--- config.mk ---
export PLATFORM = sky130hd
export DESIGN_NAME = snoop_bus_ctrl_flat
export DESIGN_NICKNAME = d
export VERILOG_FILES = /design/src/rtl/snoop_bus_ctrl_if.sv /design/src/rtl/snoop_bus_ctrl.sv /design/src/flat_wrapper.sv
export SDC_FILE = /design/constraint.sdc
export NUM_CORES = 1
export LEC_CHECK = 0
export ABC_AREA = 0
export BUFFER_PORTS_ARGS = -buffer_cell sky130_fd_sc_hd__buf_4
export CAP_MARGIN = 0
export CORE_ASPECT_RATIO = 1.75
export CORE_MARGIN = 2
export CORE_UTILIZATION = 49
export DETAILED_ROUTE_END_ITERATION = 8
export GPL_ROUTABILITY_DRIVEN = 0
export PLACE_DENSITY = 0.79
export SETUP_SLACK_MARGIN = 0.15
export SLEW_MARGIN = 15
export SYNTH_ARGS = -nofsm -noshare
export SYNTH_HDL_FRONTEND = slang
export SYNTH_SLANG_ARGS = --single-unit
--- constraint.sdc ---
create_clock -name clk -period 3.05 [get_ports clk]
set_clock_uncertainty 0.05 [all_clocks]
set_input_delay 0 -clock clk [delete_from_list [all_inputs] [get_ports clk]]
set_output_delay 0 -clock clk [all_outputs]
set_load 0.02 [all_outputs]
--- src/rtl/snoop_bus_ctrl_if.sv ---
// Bundle of the request, broadcast, snoop-response and memory-port signals
// between the snooping-bus controller (master) and the caches/memory (slave).
interface snoop_bus_ctrl_if #(
  parameter int N_CORES = 4,
  parameter int ADDR_W  = 32,
  parameter int SRC_W   = 2
);
  logic [N_CORES-1:0]        req_valid;
  logic [2*N_CORES-1:0]      req_type;
  logic [ADDR_W*N_CORES-1:0] req_addr;
  logic [N_CORES-1:0]        grant;
  logic                      bus_valid;
  logic [1:0]                bus_type;
  logic [ADDR_W-1:0]         bus_addr;
  logic [SRC_W-1:0]          bus_src;
  logic [N_CORES-1:0]        share_in;
  logic [N_CORES-1:0]        flush_in;
  logic                      mem_req;
  logic                      mem_we;
  logic [ADDR_W-1:0]         mem_addr;
  logic                      mem_ack;
  logic [N_CORES-1:0]        resp_valid;
  logic                      resp_shared;
  logic                      busy;

  modport master (
    input  req_valid, req_type, req_addr, share_in, flush_in, mem_ack,
    output grant, bus_valid, bus_type, bus_addr, bus_src,
           mem_req, mem_we, mem_addr, resp_valid, resp_shared, busy
  );

  modport slave (
    output req_valid, req_type, req_addr, share_in, flush_in, mem_ack,
    input  grant, bus_valid, bus_type, bus_addr, bus_src,
           mem_req, mem_we, mem_addr, resp_valid, resp_shared, busy
  );
endinterface

--- src/rtl/snoop_bus_ctrl.sv ---
// Central snooping-bus controller: round-robin arbitration, action broadcast,
// snoop-response collection, optional memory transaction and completion.
module snoop_bus_ctrl #(
  parameter int N_CORES      = 4,
  parameter int ADDR_W       = 32,
  parameter int SRC_W        = 2,
  parameter int SNOOP_CYCLES = 2
) (
  input logic clk,
  input logic reset,
  snoop_bus_ctrl_if.master bus
);

  typedef enum logic [2:0] {IDLE, BCAST, SNOOP, MEM, DONE} state_t;
  typedef enum logic [1:0] {GETS = 2'd0, GETX = 2'd1, INV = 2'd2, PUTX = 2'd3} act_t;

  state_t             state;
  act_t               actType;
  logic [SRC_W-1:0]   rrPtr;
  logic [SRC_W-1:0]   src;
  logic [ADDR_W-1:0]  addr;
  logic [3:0]         snoopCnt;
  logic               shareAcc;
  logic               flushAcc;

  logic               pickValid;
  logic [SRC_W-1:0]   pick;
  logic [N_CORES-1:0] pickMask;
  logic [1:0]         pickType;
  logic [ADDR_W-1:0]  pickAddr;
  int unsigned        idx;

  logic [N_CORES-1:0] srcMask;
  logic               shareHit;
  logic               flushHit;
  logic [SRC_W-1:0]   rrNext;

  // First requester at or above rrPtr, wrapping past N_CORES-1 back to 0.
  always_comb begin
    pickValid = 1'b0;
    pick      = '0;
    pickMask  = '0;
    pickType  = '0;
    pickAddr  = '0;
    idx       = 0;
    for (int unsigned k = 0; k < N_CORES; k++) begin
      idx = 32'(rrPtr) + k;
      if (idx >= N_CORES) idx = idx - N_CORES;
      if (!pickValid && bus.req_valid[idx]) begin
        pickValid     = 1'b1;
        pick          = SRC_W'(idx);
        pickMask[idx] = 1'b1;
        pickType      = bus.req_type[2*idx +: 2];
        pickAddr      = bus.req_addr[ADDR_W*idx +: ADDR_W];
      end
    end
  end

  always_comb begin
    srcMask      = '0;
    srcMask[src] = 1'b1;
    shareHit     = |(bus.share_in & ~srcMask);
    flushHit     = |(bus.flush_in & ~srcMask);
    rrNext       = (src == SRC_W'(N_CORES - 1)) ? '0 : src + SRC_W'(1);
  end

  always_ff @(posedge clk or negedge reset) begin
    if (!reset) begin
      state           <= IDLE;
      actType         <= GETS;
      rrPtr           <= '0;
      src             <= '0;
      addr            <= '0;
      snoopCnt        <= '0;
      shareAcc        <= 1'b0;
      flushAcc        <= 1'b0;
      bus.grant       <= '0;
      bus.bus_valid   <= 1'b0;
      bus.bus_type    <= '0;
      bus.bus_addr    <= '0;
      bus.bus_src     <= '0;
      bus.mem_req     <= 1'b0;
      bus.mem_we      <= 1'b0;
      bus.mem_addr    <= '0;
      bus.resp_valid  <= '0;
      bus.resp_shared <= 1'b0;
      bus.busy        <= 1'b0;
    end else begin
      bus.grant       <= '0;
      bus.bus_valid   <= 1'b0;
      bus.resp_valid  <= '0;
      bus.resp_shared <= 1'b0;
      unique case (state)
        IDLE: begin
          if (pickValid) begin
            src           <= pick;
            actType       <= act_t'(pickType);
            addr          <= pickAddr;
            bus.grant     <= pickMask;
            bus.bus_valid <= 1'b1;
            bus.bus_type  <= pickType;
            bus.bus_addr  <= pickAddr;
            bus.bus_src   <= pick;
            bus.busy      <= 1'b1;
            state         <= BCAST;
          end
        end
        BCAST: begin
          shareAcc <= 1'b0;
          flushAcc <= 1'b0;
          snoopCnt <= 4'(SNOOP_CYCLES);
          state    <= SNOOP;
        end
        SNOOP: begin
          shareAcc <= shareAcc | shareHit;
          flushAcc <= flushAcc | flushHit;
          if (snoopCnt == 4'd1) begin
            if (actType == INV) begin
              bus.resp_valid <= srcMask;
              state          <= DONE;
            end else begin
              // The final-cycle flush sample is folded in here, not via flushAcc.
              bus.mem_req  <= 1'b1;
              bus.mem_addr <= addr;
              bus.mem_we   <= (actType == PUTX) || flushAcc || flushHit;
              state        <= MEM;
            end
          end else begin
            snoopCnt <= snoopCnt - 4'd1;
          end
        end
        MEM: begin
          if (bus.mem_ack) begin
            bus.mem_req     <= 1'b0;
            bus.resp_valid  <= srcMask;
            bus.resp_shared <= (actType == GETS) && shareAcc;
            state           <= DONE;
          end
        end
        DONE: begin
          rrPtr    <= rrNext;
          bus.busy <= 1'b0;
          state    <= IDLE;
        end
        default: state <= IDLE;
      endcase
    end
  end

endmodule

--- src/flat_wrapper.sv ---
// flat-port wrapper written by rule: the top's interface ports become plain ports
module snoop_bus_ctrl_flat 
#(
  parameter int N_CORES      = 4,
  parameter int ADDR_W       = 32,
  parameter int SRC_W        = 2,
  parameter int SNOOP_CYCLES = 2
)
  (clk, reset, bus_req_valid, bus_req_type, bus_req_addr, bus_share_in, bus_flush_in, bus_mem_ack, bus_grant, bus_bus_valid, bus_bus_type, bus_bus_addr, bus_bus_src, bus_mem_req, bus_mem_we, bus_mem_addr, bus_resp_valid, bus_resp_shared, bus_busy);
  snoop_bus_ctrl_if #(.N_CORES(N_CORES), .ADDR_W(ADDR_W), .SRC_W(SRC_W)) bus_i ();
  input logic clk;
  input logic reset;
  input wire logic [$bits(bus_i.req_valid)-1:0] bus_req_valid;
  input wire logic [$bits(bus_i.req_type)-1:0] bus_req_type;
  input wire logic [$bits(bus_i.req_addr)-1:0] bus_req_addr;
  input wire logic [$bits(bus_i.share_in)-1:0] bus_share_in;
  input wire logic [$bits(bus_i.flush_in)-1:0] bus_flush_in;
  input wire logic [$bits(bus_i.mem_ack)-1:0] bus_mem_ack;
  output wire logic [$bits(bus_i.grant)-1:0] bus_grant;
  output wire logic [$bits(bus_i.bus_valid)-1:0] bus_bus_valid;
  output wire logic [$bits(bus_i.bus_type)-1:0] bus_bus_type;
  output wire logic [$bits(bus_i.bus_addr)-1:0] bus_bus_addr;
  output wire logic [$bits(bus_i.bus_src)-1:0] bus_bus_src;
  output wire logic [$bits(bus_i.mem_req)-1:0] bus_mem_req;
  output wire logic [$bits(bus_i.mem_we)-1:0] bus_mem_we;
  output wire logic [$bits(bus_i.mem_addr)-1:0] bus_mem_addr;
  output wire logic [$bits(bus_i.resp_valid)-1:0] bus_resp_valid;
  output wire logic [$bits(bus_i.resp_shared)-1:0] bus_resp_shared;
  output wire logic [$bits(bus_i.busy)-1:0] bus_busy;
  assign bus_i.req_valid = bus_req_valid;
  assign bus_i.req_type = bus_req_type;
  assign bus_i.req_addr = bus_req_addr;
  assign bus_i.share_in = bus_share_in;
  assign bus_i.flush_in = bus_flush_in;
  assign bus_i.mem_ack = bus_mem_ack;
  assign bus_grant = bus_i.grant;
  assign bus_bus_valid = bus_i.bus_valid;
  assign bus_bus_type = bus_i.bus_type;
  assign bus_bus_addr = bus_i.bus_addr;
  assign bus_bus_src = bus_i.bus_src;
  assign bus_mem_req = bus_i.mem_req;
  assign bus_mem_we = bus_i.mem_we;
  assign bus_mem_addr = bus_i.mem_addr;
  assign bus_resp_valid = bus_i.resp_valid;
  assign bus_resp_shared = bus_i.resp_shared;
  assign bus_busy = bus_i.busy;
  snoop_bus_ctrl #(.N_CORES(N_CORES), .ADDR_W(ADDR_W), .SRC_W(SRC_W), .SNOOP_CYCLES(SNOOP_CYCLES)) u_core (.clk(clk), .reset(reset), .bus(bus_i));
endmodule
==> flow_metrics.py <==
metrics = {
    "floorplan": {
        "die_width_microns": 103,
        "die_area_sq_mm": 0.0181,
        "floorplan.initialDensity": 0.496,
        "die-height_microns": 176,
        "io-pin-count": 232,
        "core_area_sq_mm": 0.0168,
        "rows": 63,
    },
    "yosys": {
        "synth.net_count": 977,
        "synth_fa_ha_area_frac": 0.0195,
        "synth_largest_type_area_fraction": 0.276,
        "synth_compound_area_frac": 0.173,
        "netlist.top_cell.by_area": "dfrtp_1",
        "synth_simple_gate_area_frac": 0.105,
        "netlist_area_sq_mm": 0.00833,
        "async_reset_ff_frac": 1.00,
        "synth-main-ff-cell": "dfrtp_1",
        "yosysSeqAreaShare": 0.276,
        "synth.most_common_cell": "mux2i_1",
        "syn-mean-instance-area_sq_um": 10.2,
        "yosysWarningCount": 0,
        "number_of_enable_type_register_cells_in_the_synthesized_netlist": 0,
        "synth_common_cells": "mux2i_1 (105), dfrtp_1 (92), nand3_1 (76)",
        "share_of_the_synthesized_netlist_area_taken_by_xor_and_xnor_gates": 0,
        "synth.ff_latch_count": 92,
        "netlist_instances": 813,
        "synth_top_cells_by_area": "dfrtp_1 (28%), mux4_2 (19%), mux2i_1 (13%), mux2_2 (5.0%), o221a_2 (4.6%)",
        "yosysUniqueCellTypes": 44,
        "synth.mux.area_fraction": 0.371,
        "dominant_combinational_cell_family_by_area_after_synthesis": "multiplexers",
    },
    "finish": {
        "area_growth_pct": 27.7,
        "final_area_sq_mm": 0.0106,
        "finalCoreUtilization": 0.634,
        "fillers": 1423,
        "drive_gt1_frac": 0.434,
        "finish.net_count": 1162,
    },
    "route": {
        "detail_route.wl_per_cell_microns": 20.3,
        "drt_first_pass_iters": 5,
        "number_of_nets_with_antenna_violations_after_detailed_routing": 0,
        "total_via_count_after_detailed_routing": 7850,
        "remaining_drc_errors": 0,
        "routed_wl_microns": 24900,
        "vias_per_cell": 6.38,
        "detailedRoute.firstIterationViolations": 403,
    },
    "critical_path": {
        "critical-path-max-stage-delay_ps": 560,
        "path_max_fanout": 29,
        "arrival_ps": 3000,
        "critPathRequiredTime_ps": 3270,
        "critPathCaptureType": "flip-flop",
        "cp_class": "reg2reg",
        "slowest_stage": "mux4_2",
        "worst_setup_path_start_kind": "flip-flop",
        "sequence_of_cells_on_the_critical_path": "clkinv_2 -> ha_4 -> mux4_2 -> buf_4 -> nand2b_2 -> buf_12 -> nand3_1 -> o211ai_1 -> a31oi_1",
    },
    "clock_network": {
        "cts_setup_buffers": 0,
        "clockRootBuffer": "clkbuf_16",
        "cts-root-to-sink-buffers": 2,
        "clkSinkCount": 92,
        "cts.clk_slew.worst_paths_ps": 70,
        "cts_tree": "built",
        "cts.htree.levels": 3,
        "clock_latency_ps": 360,
        "cts_inserted_buffers": 9,
    },
    "timing": {
        "period_minus_slack_ps": 2780,
        "slew_viol_final": 0,
        "maxClockFrequency_mhz": 360,
        "slew-limit-headroom": 0.417,
        "rsz0062_at_grt": "false",
        "max_slew.worst_pin.slew_ps": 874,
        "final.period_utilization": 0.910,
        "setup_viol": 0,
        "fin_tns_setup_ps": 0,
        "finalHoldViolations": 0,
    },
    "power": {
        "power.leakage_nw": 4.44,
        "peakVddDrop_mv": 0.631,
        "power.density_mw_per_mm2": 1080,
    },
    "placed_design": {
        "port_buffers": 231,
        "instance_area_after_placement_sq_mm": 0.0103,
        "place_hpwl_microns": 17900,
    },
    "global_route": {
        "grtUsageTotal": 0.280,
        "antenna_found_initial": 1,
        "global_route_wire_length_before_repair_microns": 39800,
        "grt_max_degree": 82,
        "grt_overflow_total": 0,
        "via_count_of_the_first_global_routing_pass": 8054,
    },
    "flow_run": {
        "timing.max_cap.violations": 0,
    },
    "run_status": {
        "run_status": "finished, final reports clean",
    },
    "hold_path": {
        "hold_path_class": "in2reg",
    },
}
-- layout make-up --
class | instances | area [sq um] | share of cell area
Inverter | 13 | 50.0 | 0.00470
Multi-Input combinational cell | 615 | 5610 | 0.528
Sequential cell | 92 | 2310 | 0.217
Antenna cell | 1 | 2.50 | 0.000235
Tap cell | 227 | 284 | 0.0267
Clock inverter | 6 | 46.3 | 0.00435
Timing Repair Buffer | 267 | 2100 | 0.197
Clock buffer | 10 | 239 | 0.0225
-- registers in the layout, summed over array words and instances, names as in the netlist, 2 cells and up --
signal and flops:
u_core.bus.bus_src 2, u_core.rrPtr 2, u_core.bus.bus_addr 32, u_core.state 3, u_core.bus.mem_addr 32, u_core.bus.grant 4
u_core.bus.resp_valid 4, u_core.snoopCnt 4, u_core.bus.bus_type 2
-- cells in the final DEF, fill, tap and decap left out, types with 34 or more instances in the layout --
| master | netlist | final |
|---|---|---|
| nor2_1 | 45 | 44 |
| buf_4 | 5 | 252 |
| nand2_1 | 51 | 51 |
| dfrtp_1 | 92 | 90 |
| mux4_2 | 72 | 72 |
| o221a_2 | 34 | 34 |
| mux2_2 | 37 | 37 |
| a31oi_1 | 38 | 38 |
| nand3_1 | 76 | 76 |
| mux2i_1 | 105 | 104 |
| o211ai_1 | 34 | 34 |
| o21ai_0 | 41 | 41 |
-- metrics by stage --
stage                     total power [W]  worst slack, ps  instances  hold slack (ps)
after floorplan                   0.00802              154        813             -346
after global placement             0.0101              304       1208             50.8
after detailed placement           0.0103              225       1208             55.0
after CTS                          0.0115              203       1230             42.9
after global routing               0.0123              176       1231             86.9
final                              0.0115              274       1231             33.7
-- kinds of logic after synthesis --
group / after synthesis
and+or+nand+nor: 194
muxes: 214
adders and majority gates: 13
buffers and inverters: 106
DFF: 92
AOI/OAI and AO/OA: 194
-- power breakdown --
part	total [W]	internal [W]	switching (W)
sequential	0.00229	0.00180	0.000498
clock	0.00111	0.000582	0.000530
combinational	0.00806	0.00378	0.00429
total	0.0115	0.00615	0.00532
-- repair_timing --
item / 4_1_cts / 5_1_grt
endpoints found under the setup margin: 0 / 34
hold buffers: 6 / 0
hold endpoints to repair: 56 / 0
resized for setup: 0 / 5
-- per-layer routing --
metal / routed length, microns / GRT usage
met5: 0 / 0
met3: 1480 / 0.0348
met1: 8710 / 0.322
met2: 13400 / 0.486
met4: 1370 / 0.168
-- critical path, delay by kind of cell (launching register included) --
family	cells	cell delay, ps
AO/OA/AOI/OAI	2	310
adder cells (fa/ha/maj)	1	320
buffers and inverters	3	570
flip-flops	1	480
multiplexers	1	560
AND/OR/NAND/NOR	2	390
-- path summary, 6_finish.rpt --
kind	startpoint	end	slack [ps]	depth (start not counted)
max in group asynchronous	reset	u_core.bus.bus_addr[16]	1940	3
max reg2reg	u_core.rrPtr[1]	u_core.bus.bus_addr[26]	270	9
min	bus_flush_in[3]	u_core.bus.mem_we	30	5
max	u_core.rrPtr[1]	u_core.bus.bus_addr[26]	270	9
min in group asynchronous	reset	u_core.bus.mem_addr[3]	190	2
min reg2reg	u_core.bus.mem_req	u_core.bus.mem_req	430	2
Note: power is estimated with default switching activity, not from simulation.
